### src/rtl/seg_scan_decoder_if.sv
// seg_scan_decoder_if: scanned 7-segment display bus plus the recovered-frame outputs.
//   master: display driver side, drives segment/bytee/colon and observes the frame outputs.
//   slave : decoder side, receives segment/bytee/colon and drives the frame outputs.
interface seg_scan_decoder_if;
  logic [6:0]  segment;
  logic [3:0]  bytee;
  logic        colon;
  logic [15:0] data_out;
  logic [3:0]  blank_out;
  logic [3:0]  err_out;
  logic        colon_out;
  logic        frame_valid;
  logic        frame_changed;
  modport master (
    output segment, bytee, colon,
    input  data_out, blank_out, err_out, colon_out, frame_valid, frame_changed
  );
  modport slave (
    input  segment, bytee, colon,
    output data_out, blank_out, err_out, colon_out, frame_valid, frame_changed
  );
endinterface

### src/rtl/seg_scan_decoder.sv
// seg_scan_decoder: recovers the 4-digit hex value shown on a multiplexed 7-segment bus.
//   clock : system clock
//   reset : asynchronous active-low reset
//   bus   : slave modport; segment/bytee/colon in, data/blank/err/colon out, frame_valid/frame_changed pulses
module seg_scan_decoder #(
  parameter bit SEG_ACTIVE_LOW = 1'b0,
  parameter bit DIG_ACTIVE_LOW = 1'b0,
  parameter int SETTLE_CYCLES  = 4,
  parameter int TIMEOUT_CYCLES = 65535
) (
  input logic             clock,
  input logic             reset,
  seg_scan_decoder_if.slave bus
);
  localparam logic [1:0]  IDLE        = 2'd0;
  localparam logic [1:0]  SETTLE      = 2'd1;
  localparam logic [1:0]  HOLD        = 2'd2;
  localparam logic [7:0]  SETTLE_LAST = 8'(SETTLE_CYCLES - 1);
  localparam logic [15:0] TMO_LOAD    = 16'(TIMEOUT_CYCLES);
  logic [6:0]  seg_s1_q, seg_s2_q, lseg_q, lseg_d, seg;
  logic [3:0]  dig_s1_q, dig_s2_q, lsel_q, lsel_d, dig;
  logic        col_s1_q, col_s2_q, col;
  logic [1:0]  state_q, state_d, idx;
  logic [7:0]  cnt_q, cnt_d;
  logic [15:0] tmo_q, tmo_d, shd_q, data_q, pub_data;
  logic [3:0]  blk_q, serr_q, seen_q, seen_d, blank_q, err_q, pub_blank, pub_err;
  logic        colacc_q, colacc_d, colon_q, fv_q, fc_q, have_q;
  logic        sel_ok, restart, sample, expire, publish, changed;
  logic [5:0]  dec;
  // {err, blank, nibble}
  function automatic logic [5:0] decode(input logic [6:0] p);
    case (p)
      7'h3F: decode = 6'h00;
      7'h06: decode = 6'h01;
      7'h5B: decode = 6'h02;
      7'h4F: decode = 6'h03;
      7'h66: decode = 6'h04;
      7'h6D: decode = 6'h05;
      7'h7D: decode = 6'h06;
      7'h07: decode = 6'h07;
      7'h7F: decode = 6'h08;
      7'h6F: decode = 6'h09;
      7'h77: decode = 6'h0A;
      7'h7C: decode = 6'h0B;
      7'h39: decode = 6'h0C;
      7'h5E: decode = 6'h0D;
      7'h79: decode = 6'h0E;
      7'h71: decode = 6'h0F;
      7'h00: decode = 6'b01_0000;
      default: decode = 6'b10_1111;
    endcase
  endfunction
  assign seg    = seg_s2_q ^ {7{SEG_ACTIVE_LOW}};
  assign dig    = dig_s2_q ^ {4{DIG_ACTIVE_LOW}};
  assign col    = col_s2_q;
  assign sel_ok = (dig != 4'd0) && ((dig & (dig - 4'd1)) == 4'd0);
  assign idx    = lsel_q[3] ? 2'd3 : lsel_q[2] ? 2'd2 : lsel_q[1] ? 2'd1 : 2'd0;
  assign dec    = decode(lseg_q);
  always_comb begin
    // restart = re-latch the current select/segments and begin a fresh settle window
    restart   = (state_q == IDLE)   ? sel_ok :
                (state_q == SETTLE) ? (dig != lsel_q || seg != lseg_q) :
                (state_q == HOLD)   ? (dig != lsel_q) : 1'b1;
    sample    = !restart && state_q == SETTLE && cnt_q == SETTLE_LAST;
    state_d   = restart ? (sel_ok ? SETTLE : IDLE) : sample ? HOLD : state_q;
    lsel_d    = restart ? dig : lsel_q;
    lseg_d    = restart ? seg : lseg_q;
    cnt_d     = restart ? 8'd0 : (state_q == SETTLE && !sample) ? cnt_q + 8'd1 : cnt_q;
    // an expiry coinciding with a sample is deferred one cycle so the frame includes it
    expire    = seen_q != 4'h0 && tmo_q == 16'h0;
    publish   = seen_q == 4'hF || (expire && !sample);
    seen_d    = (publish ? 4'h0 : seen_q) | (sample ? 4'b0001 << idx : 4'h0);
    colacc_d  = (publish ? 1'b0 : colacc_q) | (sample & col);
    tmo_d     = ((sample && !expire) || publish) ? TMO_LOAD :
                (seen_q != 4'h0 && tmo_q != 16'h0) ? tmo_q - 16'd1 : tmo_q;
    pub_data  = shd_q & {{4{seen_q[3]}}, {4{seen_q[2]}}, {4{seen_q[1]}}, {4{seen_q[0]}}};
    pub_blank = blk_q | ~seen_q;
    pub_err   = serr_q & seen_q;
    changed   = !have_q || {pub_data, pub_blank, pub_err} != {data_q, blank_q, err_q};
  end
  always_ff @(posedge clock or negedge reset) begin
    if (!reset) begin
      seg_s1_q <= '0;
      seg_s2_q <= '0;
      dig_s1_q <= '0;
      dig_s2_q <= '0;
      col_s1_q <= 1'b0;
      col_s2_q <= 1'b0;
      state_q  <= IDLE;
      lsel_q   <= '0;
      lseg_q   <= '0;
      cnt_q    <= '0;
      tmo_q    <= '0;
      shd_q    <= '0;
      blk_q    <= '0;
      serr_q   <= '0;
      seen_q   <= '0;
      colacc_q <= 1'b0;
      data_q   <= '0;
      blank_q  <= '0;
      err_q    <= '0;
      colon_q  <= 1'b0;
      fv_q     <= 1'b0;
      fc_q     <= 1'b0;
      have_q   <= 1'b0;
    end else begin
      seg_s1_q <= bus.segment;
      seg_s2_q <= seg_s1_q;
      dig_s1_q <= bus.bytee;
      dig_s2_q <= dig_s1_q;
      col_s1_q <= bus.colon;
      col_s2_q <= col_s1_q;
      state_q  <= state_d;
      lsel_q   <= lsel_d;
      lseg_q   <= lseg_d;
      cnt_q    <= cnt_d;
      tmo_q    <= tmo_d;
      seen_q   <= seen_d;
      colacc_q <= colacc_d;
      if (sample) begin
        shd_q[{idx, 2'b00} +: 4] <= dec[3:0];
        blk_q[idx]               <= dec[4];
        serr_q[idx]              <= dec[5];
      end
      if (publish) begin
        data_q  <= pub_data;
        blank_q <= pub_blank;
        err_q   <= pub_err;
        colon_q <= colacc_q;
        have_q  <= 1'b1;
      end
      fv_q <= publish;
      fc_q <= publish && changed;
    end
  end
  assign bus.data_out      = data_q;
  assign bus.blank_out     = blank_q;
  assign bus.err_out       = err_q;
  assign bus.colon_out     = colon_q;
  assign bus.frame_valid   = fv_q;
  assign bus.frame_changed = fc_q;
endmodule
### src/flat_wrapper.sv
// flat-port wrapper written by rule: the top's interface ports become plain ports
module seg_scan_decoder_flat 
#(
  parameter bit SEG_ACTIVE_LOW = 1'b0,
  parameter bit DIG_ACTIVE_LOW = 1'b0,
  parameter int SETTLE_CYCLES  = 4,
  parameter int TIMEOUT_CYCLES = 65535
)
  (clock, reset, bus_segment, bus_bytee, bus_colon, bus_data_out, bus_blank_out, bus_err_out, bus_colon_out, bus_frame_valid, bus_frame_changed);
  seg_scan_decoder_if bus_i ();
  input logic clock;
  input logic reset;
  input wire logic [$bits(bus_i.segment)-1:0] bus_segment;
  input wire logic [$bits(bus_i.bytee)-1:0] bus_bytee;
  input wire logic [$bits(bus_i.colon)-1:0] bus_colon;
  output wire logic [$bits(bus_i.data_out)-1:0] bus_data_out;
  output wire logic [$bits(bus_i.blank_out)-1:0] bus_blank_out;
  output wire logic [$bits(bus_i.err_out)-1:0] bus_err_out;
  output wire logic [$bits(bus_i.colon_out)-1:0] bus_colon_out;
  output wire logic [$bits(bus_i.frame_valid)-1:0] bus_frame_valid;
  output wire logic [$bits(bus_i.frame_changed)-1:0] bus_frame_changed;
  assign bus_i.segment = bus_segment;
  assign bus_i.bytee = bus_bytee;
  assign bus_i.colon = bus_colon;
  assign bus_data_out = bus_i.data_out;
  assign bus_blank_out = bus_i.blank_out;
  assign bus_err_out = bus_i.err_out;
  assign bus_colon_out = bus_i.colon_out;
  assign bus_frame_valid = bus_i.frame_valid;
  assign bus_frame_changed = bus_i.frame_changed;
  seg_scan_decoder #(.SEG_ACTIVE_LOW(SEG_ACTIVE_LOW), .DIG_ACTIVE_LOW(DIG_ACTIVE_LOW), .SETTLE_CYCLES(SETTLE_CYCLES), .TIMEOUT_CYCLES(TIMEOUT_CYCLES)) u_core (.clock(clock), .reset(reset), .bus(bus_i));
endmodule
### config.mk
export PLATFORM = sky130hd
export DESIGN_NAME = seg_scan_decoder_flat
export DESIGN_NICKNAME = d
export VERILOG_FILES = /design/src/rtl/seg_scan_decoder_if.sv /design/src/rtl/seg_scan_decoder.sv /design/src/flat_wrapper.sv
export SDC_FILE = /design/constraint.sdc
export NUM_CORES = 1
export LEC_CHECK = 0
export ABC_CLOCK_PERIOD_IN_PS = 2550
export BUFFER_PORTS_ARGS = -buffer_cell sky130_fd_sc_hd__buf_2
export CAP_MARGIN = 20
export CELL_PAD_IN_SITES_DETAIL_PLACEMENT = 1
export CELL_PAD_IN_SITES_GLOBAL_PLACEMENT = 1
export CORE_UTILIZATION = 43
export DETAILED_ROUTE_END_ITERATION = 8
export PLACE_DENSITY_LB_ADDON = 0.1
export SLEW_MARGIN = 20
export SYNTH_ARGS = -nofsm -noshare
export SYNTH_HDL_FRONTEND = slang
export SYNTH_SLANG_ARGS = --single-unit
### constraint.sdc
create_clock -name clock -period 2.55 [get_ports clock]
set_clock_uncertainty 0.2 [all_clocks]
set_input_delay 0.6375 -clock clock [delete_from_list [all_inputs] [get_ports clock]]
set_output_delay 0.6375 -clock clock [all_outputs]
set_load 0.05 [all_outputs]
* After elaboration in Yosys (flattened, before gate mapping)
Index checks and enable logic that the tools add are counted.
** Word-level totals
- Register bits :: 118
- Input port bits :: 14
- Output and inout bits :: 27
** Operators by class
- $add $sub $neg :: 4
- Magnitude comparators :: 2
- Equal/unequal tests :: 23
- Shift operators :: 3
- Multiplexer cells :: 22
- Bitwise gates (word level) :: 8
- Reduce and logical (&&, ||, !) cells :: 28
** Operator list (count)
- $pmux W6 S17 :: 1
- $eq A7 B7 Y1 const B :: 12
- $mux W16 :: 2
- $ne A24 B24 Y1 :: 1
- $and A16 B16 Y16 :: 1
- $bwmux W16 :: 1
- $logic_not A16 Y1 :: 1
- $mux W8 :: 2
- $reduce_bool A16 Y1 :: 1
- $shift A4 B6 Y16 const A :: 1
- $shiftx A4 B6 Y16 :: 1
- $sub A16 B1 Y16 const B :: 1
- $eq A7 B3 Y1 const B :: 2
- $eq A7 B6 Y1 const B :: 2
- $logic_and A1 B1 Y1 :: 10
- $add A8 B1 Y8 const B :: 1
- $and A4 B4 Y4 :: 2
- $bwmux W4 :: 2
- $eq A8 B2 Y1 const B :: 1
- $mux W2 :: 4
- $mux W4 :: 2
- $or A4 B4 Y4 :: 2
- $reduce_bool A4 Y1 :: 2
- $logic_not A7 Y1 :: 1
- other kinds (20) :: 34

* Longest topological paths before layout
Gate-level depths: netlist of run 1.
- Depth in word-level cells :: 13
- Mapped depth :: 10
- Gate-level depth less buffers :: 9

* Worst setup path before layout of run 1
No wires, ideal clock.
- Kind :: reg2reg
- Start :: reg u_core.tmo_q[0]
- End :: reg u_core.blank_q[0] (netlist: u_core.bus.blank_out[0])
- Setup time :: 0.125 ns
- Arrival :: 2.195 ns
- Required time :: 2.225 ns
- Slack :: 0.030 ns
- Stages on the path, launching flop included :: 10
- Clock period less this slack :: 2.520 ns
- Cells stage by stage :: dfrtp_1 -> inv_1 -> ha_1 -> or3b_2 -> or2_2 -> nand2b_4 -> o21a_4 -> inv_4 -> buf_8 -> mux2_4
** Between the ends
- Longest elaborated chain between the ends :: 4
** RTL lines
- from (decl) :: line seg_scan_decoder.sv:25 : logic [15:0] tmo_q, tmo_d, shd_q, data_q, pub_data;
- from (signal assigned) :: line seg_scan_decoder.sv:117 : tmo_q <= tmo_d;
- $logic_not A16 Y1 :: line seg_scan_decoder.sv:70 : expire = seen_q != 4'h0 && tmo_q == 16'h0;
- $logic_and A1 B1 Y1 :: line seg_scan_decoder.sv:70
- $logic_and A1 B1 Y1 :: line seg_scan_decoder.sv:71 : publish = seen_q == 4'hF || (expire && !sample);
- $logic_or A1 B1 Y1 :: line seg_scan_decoder.sv:71
- to (signal assigned) :: line seg_scan_decoder.sv:127 : blank_q <= pub_blank;
- to (decl) :: line seg_scan_decoder.sv:26 : logic [3:0] blk_q, serr_q, seen_q, seen_d, blank_q, err_q, pub_blank, pub_err;
No other way between the ends.
A chain may end at the register's enable or synchronous reset.

* Worst setup path after layout of run 1
- Start :: reg u_core.tmo_q[13]
- End :: reg u_core.blank_q[0] (netlist: u_core.bus.blank_out[0])
The elaborated chain is that of the path after synthesis.

==> results of run 1 <==
-- registers in the layout (all words and copies together) (netlist names), 2 cells and up --
name                  count
u_core.bus.blank_out      4
u_core.serr_q             4
u_core.bus.err_out        4
u_core.cnt_q              8
u_core.tmo_q             16
u_core.lseg_q             7
u_core.bus.data_out      16
u_core.blk_q              4
u_core.seg                7
u_core.shd_q             16
u_core.lsel_q             4
u_core.seg_s1_q           7
u_core.seen_q             4
u_core.state_q            2
u_core.dig                4
u_core.dig_s1_q           4
-- worst max path at each step --
stage	slack, ps	endpoint	from	depth (start not counted)
CTS	2	u_core.tmo_q[1]$_DFFE_PN0P_	u_core.cnt_q[1]$_DFFE_PN0P_	8
global route	20	u_core.tmo_q[4]$_DFFE_PN0P_	u_core.tmo_q[13]$_DFFE_PN0P_	6
detailed placement	30	u_core.lsel_q[1]$_DFFE_PN0N_	u_core.dig[1]$_DFF_PN0_	6
global placement	60	u_core.bus.blank_out[0]$_DFFE_PN0P_	u_core.tmo_q[0]$_DFFE_PN0P_	8
finish	110	u_core.bus.blank_out[0]$_DFFE_PN0P_	u_core.tmo_q[13]$_DFFE_PN0P_	6
floorplan	30	u_core.bus.blank_out[0]$_DFFE_PN0P_	u_core.tmo_q[0]$_DFFE_PN0P_	9
-- routing by layer --
layer  GRT usage  vias up
met3      0.0477       25
met1       0.265     2213
li1            -     2153
met2       0.396       69
met5           0        -
met4      0.0987        0
-- metrics by stage --
stage | total power [mW] | instance area (µm²)
3_5_place_dp | 2.65 | 6280
6_report | 5.04 | 6980
5_1_grt | 5.25 | 6980
2_1_floorplan | 2.42 | 5660
3_3_place_gp | 2.62 | 6280
4_1_cts | 5.09 | 6900
-- logic make-up after synthesis --
| logic type | share of synthesized area |
|---|---|
| muxes | 0.0338 |
| DFF | 0.521 |
| adders and majority gates | 0.0133 |
| AOI/OAI and AO/OA | 0.110 |
| buffers and inverters | 0.0334 |
| xor gates and xnor gates | 0.0665 |
| and+or+nand+nor | 0.221 |
-- repair_timing --
item	CTS	global route
hold buffers	1	0
resized for setup	3	12
endpoints found under the setup margin	5	74
pin swaps	1	5
buffers inserted	0	4
hold endpoints to repair	1	0
-- cells in the mapped netlist (all sizes together) (2+ instances only) --
master,instances
o22ai,4
dfrtp,118
a31oi,4
ha,6
clkbuf,13
o211ai,2
or4,4
xor2,13
nand2,103
nor2b,4
or2,6
a22oi,6
mux2,14
o21a,2
xnor2,30
mux2i,3
a31o,2
nand2b,6
nand3b,6
buf,9
a211oi,3
nand4,11
o31ai,2
nor3b,2
nor2,33
o21ai,41
nor3,15
or3b,2
or3,2
a21oi,14
nand4b,4
nor4,13
nor4b,3
o221ai,3
nand3,29
inv,19
-- layout make-up --
class	count	area (µm²)	share of cell area
Clock inverter	7	91.3	0.0131
Multi-Input combinational cell	409	2560	0.366
Inverter	19	78.8	0.0113
Timing Repair Buffer	82	569	0.0816
Clock buffer	25	515	0.0739
Sequential cell	118	2950	0.423
Tap cell	172	215	0.0308
-- power breakdown --
group	leakage, nW	internal (mW)	switching (mW)
sequential	1.57	1.94	0.0581
combinational	1.41	0.262	0.372
clock	0.299	1.59	0.818
total	3.28	3.79	1.25
==> out/metrics.yaml, run 1 <==
final_cells: 832
cts_buffers: 17
drt_iter0_drc: 234
grt_pass1_vias: 4715
dr_total_vias: 4460
cp_data_arrival_time_ps: 2530
status: "finished clean"
antenna_found_initial: 0
fin_util: 0.549
tightest_slew_ps: 666
start_util: 0.445
hold_ws_ps: 125
drt_drc_violations_left: 0
yosysWarnings: 0
cp_num_buf_inv: 1
cpPeakStageDelay_ps: 570
synth_area_per_cell_um2: 9.97
fin_ws_ps: 109
synth_cell_types: 65
ioPinCount: 41
fillers: 1449
fin_crit_sh: 0.957
dr_wl_met3_um: 363
highest_layer: "met4"
drv_slew: 0
cts_tree: "built"
synth_area_um2: 5660
gp_congestion: 0.867
r2r_start: "u_core.tmo_q[13]$_DFFE_PN0P_"
drv_cap: 0
wl_met1_um: 6100
finalSetupViolCount: 0
cts.clk_slew.worst_paths_ps: 50
coreArea_um2: 12700
whs_path_depth: 1
slew_headroom: 0.556
r2r-end: "u_core.bus.blank_out[0]$_DFFE_PN0P_"
grt_setup_unrepaired: "false"
grt_usage: 0.225
wire_per_inst_um: 16.7
hold_start: "bus_segment[0]"
syn_to_final_growth_pct: 23.2
rr_worst_depth: 6
die_width_um: 117
row_count: 41
cts_root_buffer: "clkbuf_16"
clockBufferDepth: 2
most-common-layout-cells: "118 x dfrtp_1, 100 x nand2_1, 41 x o21ai_0"
place_ws_ps: 27.4
cts.sinks: 118
criticalPathCategory: "reg -> reg"
htree_num_levels: 4
syn_nets: 588
final_common_cell: "dfrtp_1"
drive_gt1_frac: 0.235
cpLargestDelayFamily: "simple AND/OR/NAND/NOR gates"
fp.dieH_um: 117
ir_worst_vdd_mv: 0.453
design.die.area_um2: 13600
clk_latency_ps: 420
ys_seq_elements: 118
fin_nets: 667
rrSetupSlack_ps: 110
synth-edff-count: 0
hold_viol: 0
yosys.area.top_type: "dfrtp_1"
synth_top_area_frac: 0.521
netlist_instances: 568
synth_area_leaders: "dfrtp_1 52%, nand2_1 6.8%, xnor2_1 4.6%"
p_leak_nw: 3.28
wl_um: 13900
synth-seq-area-share: 0.521
grt_max_degree: 46
grt-ovfl-total: 0
hold_path_class: "in -> reg"
grt_first_pass_wirelength_um: 23100
insertedDiodeCount: 0
dp_hpwl_um: 9780
wl_met2_um: 7170
hold_path_end: "u_core.seg_s1_q[0]$_DFF_PN0_"
power.density_nw_per_um2: 723
fmax_ghz: 0.410
slowest_stage: "or4_1"
ant_nets: 0
synthArstFlopShare: 1.00
cp-end-kind: "flip-flop"
port-buffer-count: 40
start_kind: "flip-flop"
synthFlopType: "dfrtp_1"
cp.required_ps: 2640
period_needed_ps: 2440
path_cells: "or4_1 > or2_2 > nand2b_4 > o21a_4 > inv_8 > mux2_4"
viasPerCell: 5.36
drtPass1Iterations: 4
placed_cells_incl_taps: 795
tns_ps: 0
crit_fanout: 9
Power figures use the tool's default switching activity.
==> run 2: changes to the inputs <==
--- a/config.mk
+++ b/config.mk
@@ -6,7 +6,7 @@
 export NUM_CORES = 1
 export LEC_CHECK = 0
 export ABC_CLOCK_PERIOD_IN_PS = 2550
-export BUFFER_PORTS_ARGS = -buffer_cell sky130_fd_sc_hd__buf_2
+export BUFFER_PORTS_ARGS = -buffer_cell sky130_fd_sc_hd__buf_4
 export CAP_MARGIN = 20
 export CELL_PAD_IN_SITES_DETAIL_PLACEMENT = 1
 export CELL_PAD_IN_SITES_GLOBAL_PLACEMENT = 1
==> run 2 against run 1 <==
Compared with the run above: die area unchanged; worst setup slack gained 1.2 ps; sequential cell count unchanged; sequential power is essentially flat; final cell count down 0.24%; register-to-register slack hardly changed.
==> out/metrics.yaml, run 2 (synthesis gave the netlist of run 1 again) <==
r2r_start: "u_core.tmo_q[0]$_DFFE_PN0P_"
die_width_um: 117
grt_pass1_vias: 4606
insertedDiodeCount: 0
drtPass1Iterations: 4
port-buffer-count: 40
r2r-end: "u_core.tmo_q[6]$_DFFE_PN0P_"
start_util: 0.445
rr_worst_depth: 8
viasPerCell: 5.38
cts.clk_slew.worst_paths_ps: 50
drv_cap: 0
ctsHoldBuffers: 0
fin_util: 0.557
grt_first_pass_wirelength_um: 22700
rrSetupSlack_ps: 110
power.density_nw_per_um2: 733
row_count: 41
drt_drc_violations_left: 0
hold_viol: 0
fmax_ghz: 0.410
dp_hpwl_um: 9640
grt_setup_unrepaired: "false"
ant_nets: 0
total_power_mw: 5.19
hold_path_class: "in -> async"
design.die.area_um2: 13600
start_kind: "flip-flop"
hold_ws_ps: 17.4
coreArea_um2: 12700
most-common-layout-cells: "118 x dfrtp_1, 103 x nand2_1, 76 x buf_4"
cts_buffers: 17
cp-end-kind: "flip-flop"
ir_worst_vdd_mv: 0.451
ioPinCount: 41
grt_usage: 0.221
fp.dieH_um: 117
htree_num_levels: 4
fin_nets: 665
status: "finished clean"
antenna_found_initial: 0
grt-ovfl-total: 0
criticalPathCategory: "reg -> reg"
cts_tree: "built"
cts.sinks: 118
drive_gt1_frac: 0.239
p_leak_nw: 3.27
cp_data_arrival_time_ps: 2540
drv_slew: 0
drt_iter0_drc: 182
grt_max_degree: 42
crit_fanout: 4
dr_total_vias: 4464
final_common_cell: "dfrtp_1"
finalSetupViolCount: 0
period_needed_ps: 2440
wire_per_inst_um: 16.6
clk_latency_ps: 420
syn_to_final_growth_pct: 25.2
cp.required_ps: 2650
slew_headroom: 0.541
clockBufferDepth: 2
cts_root_buffer: "clkbuf_16"
fillers: 1441
wl_um: 13800
tightest_slew_ps: 688
fin_crit_sh: 0.957
gp_congestion: 0.868
[run 2: final cells by class]
| cell class | count | area (µm²) | share of cell area |
|---|---|---|---|
| clock inverters | 12 | 174 | 0.0245 |
| well taps | 172 | 215 | 0.0304 |
| repair buffers | 80 | 633 | 0.0893 |
| clock buffers | 20 | 467 | 0.0658 |
| inverters | 19 | 76.3 | 0.0108 |
| multi-input cells | 409 | 2570 | 0.363 |
| flip-flops and latches | 118 | 2950 | 0.417 |
[run 2: per-layer routing]
layer | wire [µm] | vias up | track usage
met5 | 0 | - | 0
met1 | 5970 | 2242 | 0.260
met2 | 7240 | 54 | 0.383
li1 | - | 2145 | -
met4 | 322 | 0 | 0.101
met3 | 291 | 23 | 0.0509
[run 2: critical path, cell delays in order (launching register included)]
cell and delay [ps]:
dfrtp_1 400, inv_2 90, ha_4 140, or3b_2 450, or4_4 470, nand3b_1 200, buf_4 150, xor2_1 150
nand2_1 80
[run 2: metrics by stage]
step / TNS [ps] / area, µm² / setup slack (ps) / std cells
global placement: 0 / 6340 / 38.3 / 792
CTS: 0 / 7010 / 6.95 / 826
floorplan: 0 / 5660 / 29.5 / 568
global route: 0 / 7090 / 26.1 / 830
finish: 0 / 7090 / 111 / 830
detailed placement: -397 / 6340 / -43.6 / 792
[run 2: power by group]
| part | internal (mW) | switching (mW) |
|---|---|---|
| registers | 1.94 | 0.0622 |
| clock network | 1.71 | 0.853 |
| logic | 0.260 | 0.368 |
| total | 3.91 | 1.28 |
[run 2: repair_timing]
action / 4_1_cts / 5_1_grt
pin swaps: 1 / 3
buffers inserted: 2 / 4
setup endpoints to repair: 31 / 67
resized for setup: 6 / 9
[run 2: how the worst max path moves through the flow]
stage | startpoint | endpoint | slack [ps]
after floorplan | u_core.tmo_q[0]$_DFFE_PN0P_ | u_core.bus.blank_out[0]$_DFFE_PN0P_ | 30
after global placement | u_core.tmo_q[0]$_DFFE_PN0P_ | u_core.bus.blank_out[0]$_DFFE_PN0P_ | 40
after detailed placement | u_core.tmo_q[0]$_DFFE_PN0P_ | u_core.bus.blank_out[0]$_DFFE_PN0P_ | -40
after CTS | u_core.tmo_q[0]$_DFFE_PN0P_ | u_core.bus.blank_out[0]$_DFFE_PN0P_ | 7
after global routing | u_core.cnt_q[0]$_DFFE_PN0P_ | u_core.bus.blank_out[3]$_DFFE_PN0P_ | 30
final | u_core.tmo_q[0]$_DFFE_PN0P_ | u_core.tmo_q[6]$_DFFE_PN0P_ | 110
